$ cat src/rtl/jump_target_pkg.sv
// ============================================================================
//  Module      : jump_target_pkg
//  Description : Shared operation encoding and alignment constant for the
//                decode-stage jump target unit and its return-address stack.
//  Revision    : 1.0 - initial release
// ============================================================================
`default_nettype none

package jump_target_pkg;

    // Operation kinds presented on the 3-bit op port. Codes 6 and 7 are
    // unused and behave like OP_NONE.
    typedef enum logic [2:0] {
        OP_NONE = 3'd0,
        OP_J    = 3'd1,
        OP_JAL  = 3'd2,
        OP_BR   = 3'd3,
        OP_JR   = 3'd4,
        OP_JALR = 3'd5
    } op_e;

    // Low two bits of every word-aligned instruction address.
    localparam logic [1:0] c_align = 2'b00;

endpackage : jump_target_pkg

`default_nettype wire

$ cat src/rtl/return_address_stack.sv
// ============================================================================
//  Module      : return_address_stack
//  Description : Circular return-address stack. The top entry is read and
//                checked against the actual rs value from pre-update state;
//                a pop followed by a push in the same cycle replaces the top.
//                When full, a push overwrites the oldest entry and flags it.
//  Revision    : 1.0 - initial release
//
//  Parameters  : ADDR_WIDTH - entry width
//                RAS_DEPTH  - number of entries (power of two, >= 2)
//  Ports       : clock, reset_n   - clock, async active-low reset
//                push, pop        - update requests (already qualified)
//                push_data        - return address to push
//                check_data       - actual jump-register target
//                predicted        - top entry on a non-empty pop, else 0
//                hit_valid        - pop found an entry
//                mispredict       - pop on empty or top != check_data
//                overflow         - push overwrote the oldest entry
// ============================================================================
`default_nettype none

module return_address_stack
    import jump_target_pkg::*;
#(
    parameter int ADDR_WIDTH = 32,
    parameter int RAS_DEPTH  = 8
) (
    input  logic                  clock,
    input  logic                  reset_n,
    input  logic                  push,
    input  logic                  pop,
    input  logic [ADDR_WIDTH-1:0] push_data,
    input  logic [ADDR_WIDTH-1:0] check_data,
    output logic [ADDR_WIDTH-1:0] predicted,
    output logic                  hit_valid,
    output logic                  mispredict,
    output logic                  overflow
);

    localparam int c_ptr_w = $clog2(RAS_DEPTH);
    localparam int c_cnt_w = $clog2(RAS_DEPTH + 1);
    localparam logic [c_cnt_w-1:0] c_full = c_cnt_w'(RAS_DEPTH);

    logic [ADDR_WIDTH-1:0] r_entries [RAS_DEPTH];
    logic [c_ptr_w-1:0]    r_top_ptr;
    logic [c_cnt_w-1:0]    r_count;

    logic                  w_empty;
    logic                  w_pop_eff;
    logic [c_ptr_w-1:0]    w_ptr_after_pop;
    logic [c_cnt_w-1:0]    w_cnt_after_pop;
    logic [c_ptr_w-1:0]    w_wr_ptr;
    logic [c_ptr_w-1:0]    w_ptr_next;
    logic [c_cnt_w-1:0]    w_cnt_next;
    logic [ADDR_WIDTH-1:0] w_top;

    assign w_empty   = (r_count == '0);
    assign w_pop_eff = pop && !w_empty;
    assign w_top     = r_entries[r_top_ptr];

    // The pop is applied first so that a JALR return (pop + push) lands its
    // write on the slot just vacated, i.e. it replaces the top entry.
    assign w_ptr_after_pop = w_pop_eff ? (r_top_ptr - c_ptr_w'(1)) : r_top_ptr;
    assign w_cnt_after_pop = w_pop_eff ? (r_count - c_cnt_w'(1))   : r_count;
    assign w_wr_ptr        = w_ptr_after_pop + c_ptr_w'(1);

    assign overflow   = push && (w_cnt_after_pop == c_full);
    assign w_ptr_next = push ? w_wr_ptr : w_ptr_after_pop;
    assign w_cnt_next = (push && !overflow) ? (w_cnt_after_pop + c_cnt_w'(1))
                                            : w_cnt_after_pop;

    assign predicted  = w_pop_eff ? w_top : '0;
    assign hit_valid  = w_pop_eff;
    assign mispredict = pop && (w_empty || (w_top != check_data));

    always_ff @(posedge clock or negedge reset_n) begin
        if (!reset_n) begin
            r_top_ptr <= '0;
            r_count   <= '0;
            for (int i = 0; i < RAS_DEPTH; i++) begin
                r_entries[i] <= '0;
            end
        end else begin
            r_top_ptr <= w_ptr_next;
            r_count   <= w_cnt_next;
            if (push) begin
                r_entries[w_wr_ptr] <= push_data;
            end
        end
    end

endmodule : return_address_stack

`default_nettype wire

$ cat src/rtl/jump_target_unit.sv
// ============================================================================
//  Module      : jump_target_unit
//  Description : Decode-stage jump/branch target calculator with optional
//                return-address stack prediction for `jr $ra`. Results are
//                registered (1-cycle latency) and honour stall and flush;
//                flush takes priority over stall.
//  Revision    : 1.0 - initial release
//
//  Build macro : JUMP_TARGET_RAS_EN - compile in the return-address stack.
//                Without it, RAS outputs are 0 and every return pop reports
//                a mispredict so fetch waits for rs.
//
//  Parameters  : ADDR_WIDTH (>= 28), RAS_DEPTH (power of two, >= 2)
//  Ports       : clock, reset_n           - clock, async active-low reset
//                stall, flush             - pipeline control
//                in_valid, op             - request and operation kind
//                raw_address, imm         - J index field, branch word offset
//                pc_plus_four, reg_target - next PC, rs value
//                is_return                - JR/JALR through $ra
//                out_valid, target        - registered result
//                link_address, misaligned - return address, target[1:0]!=0
//                ras_predicted, ras_valid,
//                ras_mispredict,
//                ras_overflow             - return prediction status
// ============================================================================
`default_nettype none

module jump_target_unit
    import jump_target_pkg::*;
#(
    parameter int ADDR_WIDTH = 32,
    parameter int RAS_DEPTH  = 8
) (
    input  logic                  clock,
    input  logic                  reset_n,
    input  logic                  stall,
    input  logic                  flush,
    input  logic                  in_valid,
    input  logic [2:0]            op,
    input  logic [25:0]           raw_address,
    input  logic [15:0]           imm,
    input  logic [ADDR_WIDTH-1:0] pc_plus_four,
    input  logic [ADDR_WIDTH-1:0] reg_target,
    input  logic                  is_return,
    output logic                  out_valid,
    output logic [ADDR_WIDTH-1:0] target,
    output logic [ADDR_WIDTH-1:0] link_address,
    output logic                  misaligned,
    output logic [ADDR_WIDTH-1:0] ras_predicted,
    output logic                  ras_valid,
    output logic                  ras_mispredict,
    output logic                  ras_overflow
);

    op_e                   w_op;
    logic                  w_accept;
    logic [ADDR_WIDTH-1:0] w_jump_target;
    logic [ADDR_WIDTH-1:0] w_br_offset;
    logic [ADDR_WIDTH-1:0] w_br_target;
    logic [ADDR_WIDTH-1:0] w_link;
    logic [ADDR_WIDTH-1:0] w_target;
    logic [ADDR_WIDTH-1:0] w_link_out;
    logic                  w_misaligned;
    logic                  w_is_reg;
    logic                  w_pop;
    logic [ADDR_WIDTH-1:0] w_ras_predicted;
    logic                  w_ras_valid;
    logic                  w_ras_mispredict;
    logic                  w_ras_overflow;

    logic                  r_out_valid;
    logic [ADDR_WIDTH-1:0] r_target;
    logic [ADDR_WIDTH-1:0] r_link_address;
    logic                  r_misaligned;
    logic [ADDR_WIDTH-1:0] r_ras_predicted;
    logic                  r_ras_valid;
    logic                  r_ras_mispredict;
    logic                  r_ras_overflow;

    assign w_op     = op_e'(op);
    assign w_accept = in_valid && !stall && !flush;

    // Pseudo-direct target keeps the PC region bits above bit 27; at the
    // minimum width of 28 there is no region and the index fills the address.
    if (ADDR_WIDTH > 28) begin : g_region
        assign w_jump_target = {pc_plus_four[ADDR_WIDTH-1:28], raw_address, c_align};
    end else begin : g_no_region
        assign w_jump_target = {raw_address, c_align};
    end

    // Sign-extended word offset shifted into a byte offset; the sum wraps.
    assign w_br_offset = {{(ADDR_WIDTH-18){imm[15]}}, imm, c_align};
    assign w_br_target = pc_plus_four + w_br_offset;
    // Return address skips the delay slot.
    assign w_link      = pc_plus_four + ADDR_WIDTH'(4);

    always_comb begin
        w_target     = '0;
        w_link_out   = '0;
        w_misaligned = 1'b0;
        w_is_reg     = 1'b0;
        case (w_op)
            OP_J: begin
                w_target = w_jump_target;
            end
            OP_JAL: begin
                w_target   = w_jump_target;
                w_link_out = w_link;
            end
            OP_BR: begin
                w_target = w_br_target;
            end
            OP_JR: begin
                w_target     = reg_target;
                w_misaligned = (reg_target[1:0] != c_align);
                w_is_reg     = 1'b1;
            end
            OP_JALR: begin
                w_target     = reg_target;
                w_link_out   = w_link;
                w_misaligned = (reg_target[1:0] != c_align);
                w_is_reg     = 1'b1;
            end
            default: begin
            end
        endcase
    end

    assign w_pop = w_accept && w_is_reg && is_return;

`ifdef JUMP_TARGET_RAS_EN
    logic w_push;

    // Every linking jump pushes; a JALR return pops first, then pushes.
    assign w_push = w_accept && ((w_op == OP_JAL) || (w_op == OP_JALR));

    return_address_stack #(
        .ADDR_WIDTH (ADDR_WIDTH),
        .RAS_DEPTH  (RAS_DEPTH)
    ) u_ras (
        .clock      (clock),
        .reset_n    (reset_n),
        .push       (w_push),
        .pop        (w_pop),
        .push_data  (w_link),
        .check_data (reg_target),
        .predicted  (w_ras_predicted),
        .hit_valid  (w_ras_valid),
        .mispredict (w_ras_mispredict),
        .overflow   (w_ras_overflow)
    );
`else
    // No prediction storage: every return must wait for the real rs value.
    assign w_ras_predicted  = '0;
    assign w_ras_valid      = 1'b0;
    assign w_ras_mispredict = w_pop;
    assign w_ras_overflow   = 1'b0;
`endif

    // Flush beats stall; results hold until the next accepted input, while
    // out_valid drops on any unaccepted, unstalled cycle.
    always_ff @(posedge clock or negedge reset_n) begin
        if (!reset_n) begin
            r_out_valid      <= 1'b0;
            r_target         <= '0;
            r_link_address   <= '0;
            r_misaligned     <= 1'b0;
            r_ras_predicted  <= '0;
            r_ras_valid      <= 1'b0;
            r_ras_mispredict <= 1'b0;
            r_ras_overflow   <= 1'b0;
        end else if (flush) begin
            r_out_valid <= 1'b0;
        end else if (!stall) begin
            r_out_valid <= in_valid;
            if (in_valid) begin
                r_target         <= w_target;
                r_link_address   <= w_link_out;
                r_misaligned     <= w_misaligned;
                r_ras_predicted  <= w_ras_predicted;
                r_ras_valid      <= w_ras_valid;
                r_ras_mispredict <= w_ras_mispredict;
                r_ras_overflow   <= w_ras_overflow;
            end
        end
    end

    assign out_valid      = r_out_valid;
    assign target         = r_target;
    assign link_address   = r_link_address;
    assign misaligned     = r_misaligned;
    assign ras_predicted  = r_ras_predicted;
    assign ras_valid      = r_ras_valid;
    assign ras_mispredict = r_ras_mispredict;
    assign ras_overflow   = r_ras_overflow;

endmodule : jump_target_unit

`default_nettype wire

$ cat config.mk
export PLATFORM = sky130hd
export DESIGN_NAME = jump_target_unit
export DESIGN_NICKNAME = d
export VERILOG_FILES = /design/src/rtl/jump_target_pkg.sv /design/src/rtl/return_address_stack.sv /design/src/rtl/jump_target_unit.sv
export SDC_FILE = /design/constraint.sdc
export NUM_CORES = 1
export LEC_CHECK = 0
export ABC_AREA = 1
export CORE_AREA = 2 2 119 121
export DETAILED_ROUTE_END_ITERATION = 10
export DIE_AREA = 0 0 121 123
export HOLD_SLACK_MARGIN = 0.08
export PLACE_DENSITY = 0.92
export SLEW_MARGIN = 40
export SYNTH_ARGS = -nofsm -noshare
export SYNTH_HDL_FRONTEND = slang
export SYNTH_HIERARCHICAL = 1
export SYNTH_SLANG_ARGS = --single-unit
$ cat constraint.sdc
create_clock -name clock -period 0.9 [get_ports clock]
set_input_delay 0.27 -clock clock [delete_from_list [all_inputs] [get_ports clock]]
set_output_delay 0.27 -clock clock [all_outputs]
set_load 0.02 [all_outputs]
==> summary.txt, run 1 <==
Synth
  – Yosys reg bits: 67
  – Cells after Synth: 1039
  – Yosys top cell by area: dfrtp_1
  – Area contributors post-synth: dfrtp_1 (27%), nand2_1 (26%), inv_1 (8.3%)
  – Synth Cell Area: 6296 um2
  – Most used flip-flop cell after synthesis: dfrtp_1
  – Yosys top cell area share: 26.63%
  – Synth warn: 6
  – Post-synth EDFFs: 0
  – Seq/Total Area, Yosys: 26.63%
  – Avg Inst Size Synth: 6.060 um2
  – Ys async rst share: 100.0%
  – Number of distinct library cells after synthesis: 44

Die
  – Die height: 123 um
  – Die Span X: 121 um
  – Initial core utilization: 46.25%
  – # rows: 43
  – # IOs: 216

Clock tree
  – Clock tree buffer depth: 2
  – Total CTS buffers: 9
  – Clock Sinks: 67
  – H-tree levels: 3
  – Clock Tree Root: clkbuf_16

Outcome
  – Status: stopped before the end
  – Failed at: global routing
  – First Error: [ERROR DPL-0038] Utilization greater than 100%, impossible to legalize

Place
  – # port buffers: 181
  – GP Congestion: 1.064
  – HPWL after DPL: 22050 um

Timing
  – Post-GRT worst EP: target[29]$_DFFE_PN0P_/D
  – Worst endpoint type: register input

Global route
  – Largest net degree at the start of global routing: 54
-- cells by family after synthesis --
| family | share of synthesized area [%] |
|---|---|
| buf+inv | 14.27 |
| xor+xnor | 1.113 |
| other cells | 0.05956 |
| compound gates | 10.67 |
| fa+ha+maj | 6.280 |
| flops | 26.63 |
| simple gates | 40.98 |
-- synth_stat cells (all sizes together), types with 2 or more instances --
library cell,n
a21o,3
buf,48
nor3,14
nor2,63
nand4,14
nand3b,6
nor4,2
or2,4
a31oi,5
nand3,76
ha,30
xnor2,4
o21bai,5
o211ai,7
o221ai,2
nand2,438
inv,145
a21oi,35
o21ai,48
xor2,4
dfrtp,67
a22o,8
clkbuf,6
and2,2
-- through the flow --
step	setup WS (ns)	hold WS, ns	util [%]	instances	cell area (um2)
floorplan	-0.7077	-0.02559	-	1072	7321
global placement	-1.470	0.08862	75.64	1540	10300
detailed placement	-1.524	0.08837	75.64	1540	10300
CTS	-0.6947	0.2090	91.54	1635	12460
-- timing repair --
item                                    in CTS
pin swaps                                  183
hold buffers                                 1
buffers inserted                            83
hold endpoints to repair                    67
endpoints found under the setup margin     134
cloned                                       5
resized for setup                          965
==> run 2, diff against run 1 <==
--- a/config.mk
+++ b/config.mk
@@ -6,11 +6,10 @@
 export NUM_CORES = 1
 export LEC_CHECK = 0
 export ABC_AREA = 1
-export CORE_AREA = 2 2 119 121
+export CORE_AREA = 2 2 129 131
 export DETAILED_ROUTE_END_ITERATION = 10
-export DIE_AREA = 0 0 121 123
-export HOLD_SLACK_MARGIN = 0.08
-export PLACE_DENSITY = 0.92
+export DIE_AREA = 0 0 131 133
+export PLACE_DENSITY_LB_ADDON = 0.15
 export SLEW_MARGIN = 40
 export SYNTH_ARGS = -nofsm -noshare
 export SYNTH_HDL_FRONTEND = slang
==> run 2 against run 1 <==
  * Synthesized cell count stayed put
  * Area after synthesis stayed put
  * The flow now finishes, with violations (negative setup slack)
==> summary.txt, run 2 <==
Timing
  – Setup TNS: -47.16 ns
  – RSZ-0062 raised after global routing: true
  – Max Freq: 0.5987 GHz
  – Final Hold Viols: 0
  – Pins Over Slew Limit: 0
  – Min Clock Period, post-route: 1.670 ns
  – Worst setup margin: -0.7702 ns
  – Endpoints failing setup: 132
  – Final period util: 185.6%
  – Skew final: 0 ns

Synth
  – Synth top cells by count: nand2_1 (434), inv_1 (139), nand3_1 (75), dfrtp_1 (67), nor2_1 (58) (unchanged)
  – Cells after Synth: 1039 (unchanged)
  – Synth warn: 6 (unchanged)
  – Most used flip-flop cell after synthesis: dfrtp_1 (unchanged)
  – Area contributors post-synth: dfrtp_1 (27%), nand2_1 (26%), inv_1 (8.3%) (unchanged)
  – Yosys top cell by area: dfrtp_1 (unchanged)
  – Synth Cell Area: 6296 um2 (unchanged)
  – Ys async rst share: 100.0% (unchanged)
  – Number of distinct library cells after synthesis: 44 (unchanged)
  – Avg Inst Size Synth: 6.060 um2 (unchanged)
  – Seq/Total Area, Yosys: 26.63% (unchanged)
  – Yosys top cell area share: 26.63% (unchanged)
  – Cell with the most instances after synthesis: nand2_1 (unchanged)
  – Yosys reg bits: 67 (unchanged)
  – Post-synth EDFFs: 0 (unchanged)

Routing
  – Initial DRT Pass Iterations: 5
  – Total wire length: 33750 um
  – DRC Markers: 0
  – Antenna Nets Post-Route: 0
  – Initial drt markers: 754
  – WL/cell: 19.57 um
  – Vias per inst: 5.331
  – Vias post-DR: 9196

Clock tree
  – CTS clk-pin slew, worst paths: 0.06 ns
  – Worst-Skew Late Latency: 0.35 ns
  – Clock Sinks: 67 (unchanged)
  – Total CTS buffers: 9 (unchanged)
  – CTS tree: built
  – H-tree levels: 3 (unchanged)
  – Clock Tree Root: clkbuf_16 (unchanged)
  – Clock tree buffer depth: 2 (unchanged)

Setup path
  – Critical path's slowest cell: o21ai_1
  – CP peak stage delay: 0.31 ns
  – R2R Setup Slk: -0.03 ns
  – Crit end category: flip-flop
  – Worst Path Arrival: 1.88 ns
  – CP Cell Sequence: buf_8 -> buf_6 -> buf_6 -> buf_8 -> nand2_8 -> nor2_4 -> nand4_4 -> nor2_4 -> nand4_1 -> o21ai_1 -> nand2_1
  – Worst setup SP type: input pin
  – CP required: 1.11 ns
  – Max FO, Critical Path: 4
  – Crit Path Class: input pin to flip-flop

Die
  – Initial core utilization: 38.93% (was 46.25%)
  – Die height: 133 um (was 123 um)
  – Core box area: 16170 um2
  – # IOs: 216 (unchanged)
  – # rows: 47 (was 43)
  – Die Span X: 131 um (was 121 um)
  – Die area: 17420 um2

Global route
  – Vias in the first global route: 8207
  – Global-route wire length before repair: 42250 um
  – Largest net degree at the start of global routing: 26
  – GR Overflow Total: 0
  – Initial antenna violation count: 0
  – Total track usage: 31.46%

Layout
  – Most frequent cells in the layout: nand2_1 (287), buf_4 (207), buf_6 (145), inv_1 (101), nand2_2 (91)
  – Most common cell after layout, fill and taps aside: nand2_1
  – Fin nets: 1647
  – Non-Filler Instances: 1725
  – Finished Core Util: 84.25%
  – Layout cells sized above 1: 54.35%
  – # diodes: 0
  – Area delta synth->final: 116.4%

Outcome
  – Status: finished with violations (was stopped before the end)
  – Failing checks: negative setup slack

Place
  – Placed cells: 1609 (was 1540)
  – HPWL after DPL: 21160 um (was 22050 um)
  – Dpl ws: -1.540 ns (was -1.524 ns)
  – # port buffers: 181 (unchanged)
  – GP Congestion: 0.9631 (was 1.064)

Run
  – Maxcap violations: 0

Power and ir drop
  – Leak pwr: 6.897 nW
  – PD cells: 1148 nW/um2
  – Peak supply drop: 1.330 mV

Worst hold path
  – HP Class: input pin to flip-flop
run 2: cell counts after synthesis:
Identical to the previous run, type by type.
run 2: where the power goes:
group / total, W / internal, W / switching, W / leakage (nW)
registers: 0.00368 / 0.00338 / 0.000296 / 0.888
logic: 0.00784 / 0.00373 / 0.00410 / 5.85
clock network: 0.00413 / 0.00270 / 0.00143 / 0.162
total: 0.0156 / 0.00981 / 0.00583 / 6.90
run 2: final timing paths:
kind | depth (start not counted) | end | startpoint
setup / recovery | 11 | link_address[23] | pc_plus_four[8]
hold / removal | 4 | out_valid | flush
setup reg to reg | 4 | link_address[17] | link_address[17]
hold reg to reg | 2 | target[26] | target[26]
max in group asynchronous | 3 | target[31] | reset_n
min in group asynchronous | 2 | link_address[3] | reset_n
run 2: critical path: cells and delay by family:
kind	cells	cell delay, ns
and+or+nand+nor	6	0.93
AOI/OAI and AO/OA	1	0.31
buffers and inverters	4	0.36
run 2: logic make-up after synthesis:
kind of cell	after synthesis	synth area share, %
AOI/OAI and AO/OA	113	10.67
xor gates and xnor gates	8	1.113
adders and majority gates	31	6.280
buffers and inverters	199	14.27
DFF	67	26.63
other	1	0.05956
and+or+nand+nor	620	40.98
run 2: per-stage QoR:
| step | instance area (um2) | hold slack (ns) | total power, W |
|---|---|---|---|
| 2_1_floorplan | 7321 | -0.02559 | 0.006464 |
| 6_report | 13620 | 0.1921 | 0.01565 |
| 3_3_place_gp | 10560 | 0.1732 | 0.009337 |
| 4_1_cts | 11930 | 0.3203 | 0.01408 |
| 5_1_grt | 13620 | 0.2078 | 0.01626 |
| 3_5_place_dp | 10560 | 0.1778 | 0.009402 |
run 2: routing by layer:
metal	part of all wire, %	global-route usage (%)
met5	0	0
met4	7.2	14.89
met3	7.2	3.882
met2	49	52.30
met1	37	40.15
run 2: area by class of cell:
type                            count  area (um2)
Timing Repair Buffer              471        4557
Timing Repair inverter              1       16.27
Clock inverter                      6       115.1
Multi-Input combinational cell    806        6097
Clock buffer                        9       225.2
Sequential cell                    67        1677
Tap cell                          220       275.3
Fill cell                         931        2547
Inverter                          145       661.9
run 2: what timing repair did:
| action | CTS | global route |
|---|---|---|
| setup endpoints to repair | 134 | 145 |
| hold buffers | 1 | 0 |
| pin swaps | 139 | 181 |
| gates resized for setup | 635 | 496 |
| hold endpoints to repair | 6 | 0 |
| buffers inserted | 39 | 72 |
| gates cloned | 1 | 6 |
No activity file was read; power rests on OpenSTA's default activity.
==> run 3, diff against run 2 <==
==> constraint.sdc (replaced) <==
create_clock -name clock -period 1.7 [get_ports clock]
set_input_delay 0.51 -clock clock [delete_from_list [all_inputs] [get_ports clock]]
set_output_delay 0.51 -clock clock [all_outputs]
set_load 0.02 [all_outputs]
==> run 3 against run 2 <==
  * The run still ends with negative setup slack left
  * Clock power is 56% lower
  * Global-route usage is 1.7 points lower
  * Non-clock buffer count is 109 lower
  * Via count is 14% lower
  * Sequential share of layout area is 2.4 points higher
  * Sequential power is 49% lower
  * Cell count is 6.4% lower
  * Count of clock-buffer cells in the layout is 3 higher
  * Clock skew stayed put
==> summary.txt, run 3 (synthesis results as in run 2) <==
Routing
  – Initial drt markers: 416 (was 754)
  – Vias post-DR: 7886 (was 9196)
  – Max layer used: met5 (was met4)
  – Total wire length: 26160 um (was 33750 um)
  – WL/cell: 16.21 um (was 19.57 um)
  – Antenna Nets Post-Route: 0 (unchanged)
  – Met1 WL: 11040 um (was 12450 um)
  – Routed met3 length: 1750 um (was 2424 um)
  – Metal2 WL: 12490 um (was 16450 um)
  – DRC Markers: 0 (unchanged)
  – Vias per inst: 4.886 (was 5.331)
  – Initial DRT Pass Iterations: 5 (unchanged)

Power and ir drop
  – PD cells: 611.5 nW/um2 (was 1148 nW/um2)
  – Peak supply drop: 0.4937 mV (was 1.330 mV)
  – Leak pwr: 5.988 nW (was 6.897 nW)
  – Total power: 0.006965 W (was 0.01565 W)

Global route
  – Global-route wire length before repair: 39740 um (was 42250 um)
  – Initial antenna violation count: 1 (was 0)
  – Largest net degree at the start of global routing: 68 (was 26)
  – Vias in the first global route: 7674 (was 8207)
  – Total track usage: 29.75% (was 31.46%)
  – GR Overflow Total: 0 (unchanged)

Layout
  – Area delta synth->final: 80.90% (was 116.4%)
  – Layout cells sized above 1: 37.66% (was 54.35%)
  – Finished Core Util: 70.43% (was 84.25%)
  – Most frequent cells in the layout: nand2_1 (326), buf_4 (142), inv_1 (115), nand2_2 (82), dlygate4sd2_1 (74) (was nand2_1 (287), buf_4 (207), buf_6 (145), inv_1 (101), nand2_2 (91))
  – # diodes: 0 (unchanged)
  – Final instance area: 11390 um2 (was 13620 um2)
  – Filler cells: 1402 (was 931)
  – Most common cell after layout, fill and taps aside: nand2_1 (unchanged)
  – Fin nets: 1537 (was 1647)

Timing
  – Hold slack: 0.1864 ns (was 0.1921 ns)
  – Endpoints failing setup: 17 (was 132)
  – Max Freq: 0.5421 GHz
  – Final Hold Viols: 0 (unchanged)
  – Skew final: 0 ns (unchanged)
  – Final period util: 108.5%
  – RSZ-0062 raised after global routing: true (unchanged)
  – Pins Over Slew Limit: 0 (unchanged)
  – Worst setup margin: -0.1447 ns (was -0.7702 ns)
  – Min Clock Period, post-route: 1.845 ns

Die
  – Die height: 133 um (unchanged)
  – Core box area: 16170 um2 (unchanged)
  – Initial core utilization: 38.93% (unchanged)
  – Die area: 17420 um2 (unchanged)
  – # IOs: 216 (unchanged)
  – # rows: 47 (unchanged)
  – Die Span X: 131 um (unchanged)

Setup path
  – Worst setup SP type: input pin (unchanged)
  – R2R Path End: link_address[3] (was link_address[17])
  – CP required: 1.94 ns (was 1.11 ns)
  – Worst reg2reg path depth: 1 (was 4)
  – Crit end category: flip-flop (unchanged)
  – Worst Path Arrival: 2.08 ns (was 1.88 ns)
  – Reg2reg start: link_address[3] (was link_address[17])
  – Crit Path Class: input pin to flip-flop (unchanged)
  – Max FO, Critical Path: 7 (was 4)
  – R2R Setup Slk: 1.01 ns (was -0.03 ns)

Place
  – GP Congestion: 0.9403 (was 0.9631)
  – HPWL after DPL: 20080 um (was 21160 um)
  – Dpl ws: -0.9956 ns (was -1.540 ns)
  – Cell area after placement: 9752 um2 (was 10560 um2)
  – # port buffers: 181 (unchanged)

Clock tree
  – CTS tree: built (unchanged)
  – CTS clk-pin slew, worst paths: 0.06 ns (about the same)
  – Clock Sinks: 67 (unchanged)
  – Total CTS buffers: 9 (unchanged)
  – Clock Tree Root: clkbuf_16 (unchanged)
  – Clock tree buffer depth: 2 (unchanged)
  – CTS Hold Bufs: 0 (was 1)
  – Worst-Skew Late Latency: 0.34 ns (was 0.35 ns)
  – H-tree levels: 3 (unchanged)

Outcome
  – Status: finished with violations (unchanged)
  – Failing checks: negative setup slack (unchanged)

Worst hold path
  – HP Class: input pin to asynchronous set/reset pin (was input pin to flip-flop)

Run
  – Maxcap violations: 0 (unchanged)
## run 3: cell types whose count changed in the layout (fill, tap and decap cells not counted), moves of 13 or more
cell,change
nor2_4,-14
buf_6,-105
o21ai_2,-13
dlygate4sd2_1,+71
nand2_1,+39
nand3_1,+16
o21ai_0,+25
nand2_4,-22
inv_1,+14
buf_4,-65
## run 3: per-stage QoR
step	instances	TNS, ns
6_report	1614	-1.008
5_1_grt	1614	-3.323
4_1_cts	1600	-0.6678
3_5_place_dp	1572	-43.18
3_3_place_gp	1572	-42.10
2_1_floorplan	1072	-1.105
## run 3: timing repair
item	in CTS	in global routing
pin swaps	106	110
resized for setup	438	146
gates cloned	1	0
setup buffers	17	14
endpoints found under the setup margin	122	41
## run 3: worst max-delay path: stages
cell and delay, ns:
buf_12 0.11, buf_12 0.14, ha_4 0.31, nand2_4 0.08
inv_4 0.06, nand2_4 0.05, nor3_4 0.22, and2_4 0.18
nand2_4 0.06, nand2_2 0.06, nand2_2 0.06, nand3_2 0.07
nand2_2 0.05, nand2_1 0.05, nand2_1 0.05
## run 3: routing by layer
metal  GRT usage, %  vias up
li1               -     3923
met1          37.82     3649
met4          11.05        2
met2          48.70      263
met5              0        -
met3          7.036       49
## run 3: cell type report
cell class	count	area, um2	area share [%]
Inverter	145	561.8	4.932
Clock buffer	12	256.5	2.252
Sequential cell	67	1677	14.72
Timing Repair Buffer	362	3252	28.55
Tap cell	220	275.3	2.417
Clock inverter	2	12.51	0.1099
Multi-Input combinational cell	806	5355	47.02
## run 3: power by group
part | internal, W | switching (W)
clock | 0.00105 | 0.000764
combinational | 0.00144 | 0.00182
sequential | 0.00179 | 0.0000979
## run 3: worst max-delay path by stage
stage	startpoint	endpoint	slack, ns	cells past startpoint
after floorplan	imm[0]	target[18]	-0.15	15
after global placement	imm[15]	target[29]	-0.96	15
after detailed placement	imm[15]	target[29]	-1.0	15
after CTS	imm[15]	target[29]	-0.14	15
after global routing	imm[15]	target[29]	-0.25	15
final	imm[15]	target[29]	-0.14	15
==> run 4, diff against run 3 <==
--- a/config.mk
+++ b/config.mk
@@ -6,10 +6,11 @@
 export NUM_CORES = 1
 export LEC_CHECK = 0
 export ABC_AREA = 1
-export CORE_AREA = 2 2 129 131
+export CORE_AREA = 2 2 106 159
 export DETAILED_ROUTE_END_ITERATION = 10
-export DIE_AREA = 0 0 131 133
+export DIE_AREA = 0 0 108 161
 export PLACE_DENSITY_LB_ADDON = 0.15
+export REMOVE_ABC_BUFFERS = 1
 export SLEW_MARGIN = 40
 export SYNTH_ARGS = -nofsm -noshare
 export SYNTH_HDL_FRONTEND = slang
==> run 4 against run 3 <==
  * The flow still finishes with violations (negative setup slack)
  * Utilization grew 4.3 points
  * Non-clock buffer count is 32 higher
  * Flip-flop and latch count unchanged
  * Count of clock-buffer cells in the layout down 3
  * Critical path type unchanged
  * Worst hold slack lost 0.13 ns
  * Critical path depth up 1
  * Clock skew stayed put
  * Setup slack lost 0.10 ns
  * Via count up 6.7%
  * Die area is 0.20% lower
  * Power grew 6.7%
  * Cell count is 1.3% higher
==> summary.txt, run 4 (synthesis results as in run 2) <==
Outcome
  – Status: finished with violations (unchanged)
  – Failing checks: negative setup slack (unchanged)

Clock tree
  – H-tree levels: 3 (unchanged)
  – Total CTS buffers: 9 (unchanged)
  – Clock Tree Root: clkbuf_16 (unchanged)
  – CTS Hold Bufs: 0 (unchanged)
  – CTS tree: built (unchanged)
  – Worst-Skew Late Latency: 0.36 ns (was 0.34 ns)
  – CTS clk-pin slew, worst paths: 0.07 ns (was 0.06 ns)
  – Clock Sinks: 67 (unchanged)
  – Clock tree buffer depth: 2 (unchanged)

Run
  – Maxcap violations: 0 (unchanged)

Setup path
  – Reg2reg start: link_address[6] (was link_address[3])
  – Critical Path Start: imm[15] (unchanged)
  – Critical path's slowest cell: ha_4 (unchanged)
  – Worst Path Arrival: 2.19 ns (was 2.08 ns)
  – Cell mode on critical path: nand2_1
  – CP Buf/Inv Count: 5 (was 3)
  – CP Cell Sequence: buf_8 -> buf_12 -> ha_4 -> buf_6 -> nand2_4 -> inv_4 -> nand2_4 -> nor2_4 -> buf_6 -> nand4_1 -> nand3_1 -> nand2_1 -> nand3_2 -> nand3_2 -> nand2_1 -> nand2_1 (was buf_12 -> buf_12 -> ha_4 -> nand2_4 -> inv_4 -> nand2_4 -> nor3_4 -> and2_4 -> nand2_4 -> nand2_2 -> nand2_2 -> nand3_2 -> nand2_2 -> nand2_1 -> nand2_1)
  – CP peak stage delay: 0.28 ns (was 0.31 ns)
  – CP required: 1.95 ns (was 1.94 ns)
  – Crit end category: flip-flop (unchanged)
  – Worst setup SP type: input pin (unchanged)
  – Crit Path Class: input pin to flip-flop (unchanged)
  – Max FO, Critical Path: 8 (was 7)
  – CP top delay family: simple AND/OR/NAND/NOR gates (unchanged)

Die
  – # rows: 57 (was 47)
  – Initial core utilization: 39.24% (was 38.93%)
  – Die area: 17390 um2 (was 17420 um2)
  – # IOs: 216 (unchanged)
  – Core box area: 16050 um2 (was 16170 um2)
  – Die Span X: 108 um (was 131 um)
  – Die height: 161 um (was 133 um)

Timing
  – Max Freq: 0.5141 GHz (was 0.5421 GHz)
  – Min Clock Period, post-route: 1.945 ns (was 1.845 ns)
  – Setup TNS: -1.453 ns (was -1.008 ns)
  – RSZ-0062 raised after global routing: true (unchanged)
  – Pins Over Slew Limit: 0 (unchanged)
  – Worst setup margin: -0.2451 ns (was -0.1447 ns)
  – Final period util: 114.4% (was 108.5%)
  – Endpoints failing setup: 22 (was 17)
  – Final Hold Viols: 0 (unchanged)
  – Skew final: 0 ns (unchanged)

Routing
  – Total wire length: 28460 um (was 26160 um)
  – Vias post-DR: 8413 (was 7886)
  – DRC Markers: 0 (unchanged)
  – Initial drt markers: 445 (was 416)
  – Antenna Nets Post-Route: 0 (unchanged)
  – WL/cell: 17.41 um (was 16.21 um)
  – Initial DRT Pass Iterations: 5 (unchanged)
  – Vias per inst: 5.146 (was 4.886)

Power and ir drop
  – Peak supply drop: 0.4376 mV (was 0.4937 mV)
  – PD cells: 619.8 nW/um2 (was 611.5 nW/um2)
  – Leak pwr: 6.330 nW (was 5.988 nW)

Global route
  – Total track usage: 29.27% (was 29.75%)
  – Initial antenna violation count: 1 (unchanged)
  – Largest net degree at the start of global routing: 35 (was 68)
  – GR Overflow Total: 0 (unchanged)
  – Vias in the first global route: 8209 (was 7674)
  – Global-route wire length before repair: 39860 um (was 39740 um)

Layout
  – Non-Filler Instances: 1635 (was 1614)
  – Area delta synth->final: 90.52% (was 80.90%)
  – Most common cell after layout, fill and taps aside: nand2_1 (unchanged)
  – Layout cells sized above 1: 41.39% (was 37.66%)
  – Fin nets: 1569 (was 1537)
  – Most frequent cells in the layout: nand2_1 (304), buf_4 (169), inv_1 (107), nand2_2 (75), dlygate4sd2_1 (72) (was nand2_1 (326), buf_4 (142), inv_1 (115), nand2_2 (82), dlygate4sd2_1 (74))

Place
  – HPWL after DPL: 18530 um (was 20080 um)
  – GP Congestion: 0.9412 (was 0.9403)
  – Dpl ws: -1.079 ns (was -0.9956 ns)
  – Placed cells: 1570 (was 1572)
  – # port buffers: 181 (unchanged)

Worst hold path
  – HP Class: input pin to asynchronous set/reset pin (unchanged)
==> run 4: cell count changes in the layout (fill, tap and decap cells not counted), moves of 6 or more <==
| cell | change |
|---|---|
| buf_6 | +10 |
| nand2_4 | +26 |
| o21ai_0 | -6 |
| buf_2 | -9 |
| nand2_2 | -7 |
| nand3_1 | +9 |
| buf_4 | +27 |
| nand3_2 | -8 |
| nand2_1 | -22 |
| inv_1 | -8 |
==> run 4: per-layer routing <==
layer | GRT usage [%] | up-vias | share of wire [%]
met5 | 0 | - | 0
met4 | 14.69 | 0 | 6.5
met3 | 3.955 | 129 | 5.6
met2 | 53.77 | 391 | 51
met1 | 32.27 | 3891 | 36
li1 | - | 4002 | -
==> run 4: worst paths after layout <==
kind                            slack, ns  depth (start not counted)          endpoint
min in group clock                   0.41                          3  link_address[14]
worst max-delay path                -0.25                         16        target[21]
worst max register to register       1.00                          1   link_address[6]
worst min register to register       0.47                          2        target[27]
max in group asynchronous            1.16                          2  link_address[22]
worst min-delay path                 0.06                          1         target[4]
==> run 4: metrics by stage <==
| step | hold WS [ns] | power [W] | util [%] | cell area [um2] |
|---|---|---|---|---|
| after CTS | 0.07154 | 0.006905 | 68.76 | 11030 |
| after global routing | 0.06844 | 0.007763 | 74.75 | 12000 |
| final | 0.05509 | 0.007435 | 74.75 | 12000 |
| after detailed placement | 0.4430 | 0.004535 | 59.13 | 9489 |
| after global placement | 0.4354 | 0.004518 | 59.13 | 9489 |
| after floorplan | 0.2144 | 0.003131 | - | 6066 |
==> run 4: where the power goes <==
part / switching (W) / leakage [nW] / internal (W)
Clock: 0.000863 / 0.150 / 0.00115
Combinational: 0.00194 / 5.29 / 0.00159
Sequential: 0.000100 / 0.888 / 0.00179
==> run 4: what timing repair did <==
action | CTS | global route
buffers inserted | 24 | 23
resized for setup | 505 | 237
cloned | 2 | 0
endpoints found under the hold margin | 0 | 0
pin swaps | 127 | 145
setup endpoints to repair | 119 | 44
==> run 4: area by class of cell <==
type                    instances  area (um2)
multi-input cells             806        5565
repair buffers                394        3623
fillers                      1194        4051
diodes                          1       2.502
clock buffers                   9       225.2
inverters                     145       569.3
clock inverters                 7       75.07
flip-flops and latches         67        1677
well taps                     206       257.7
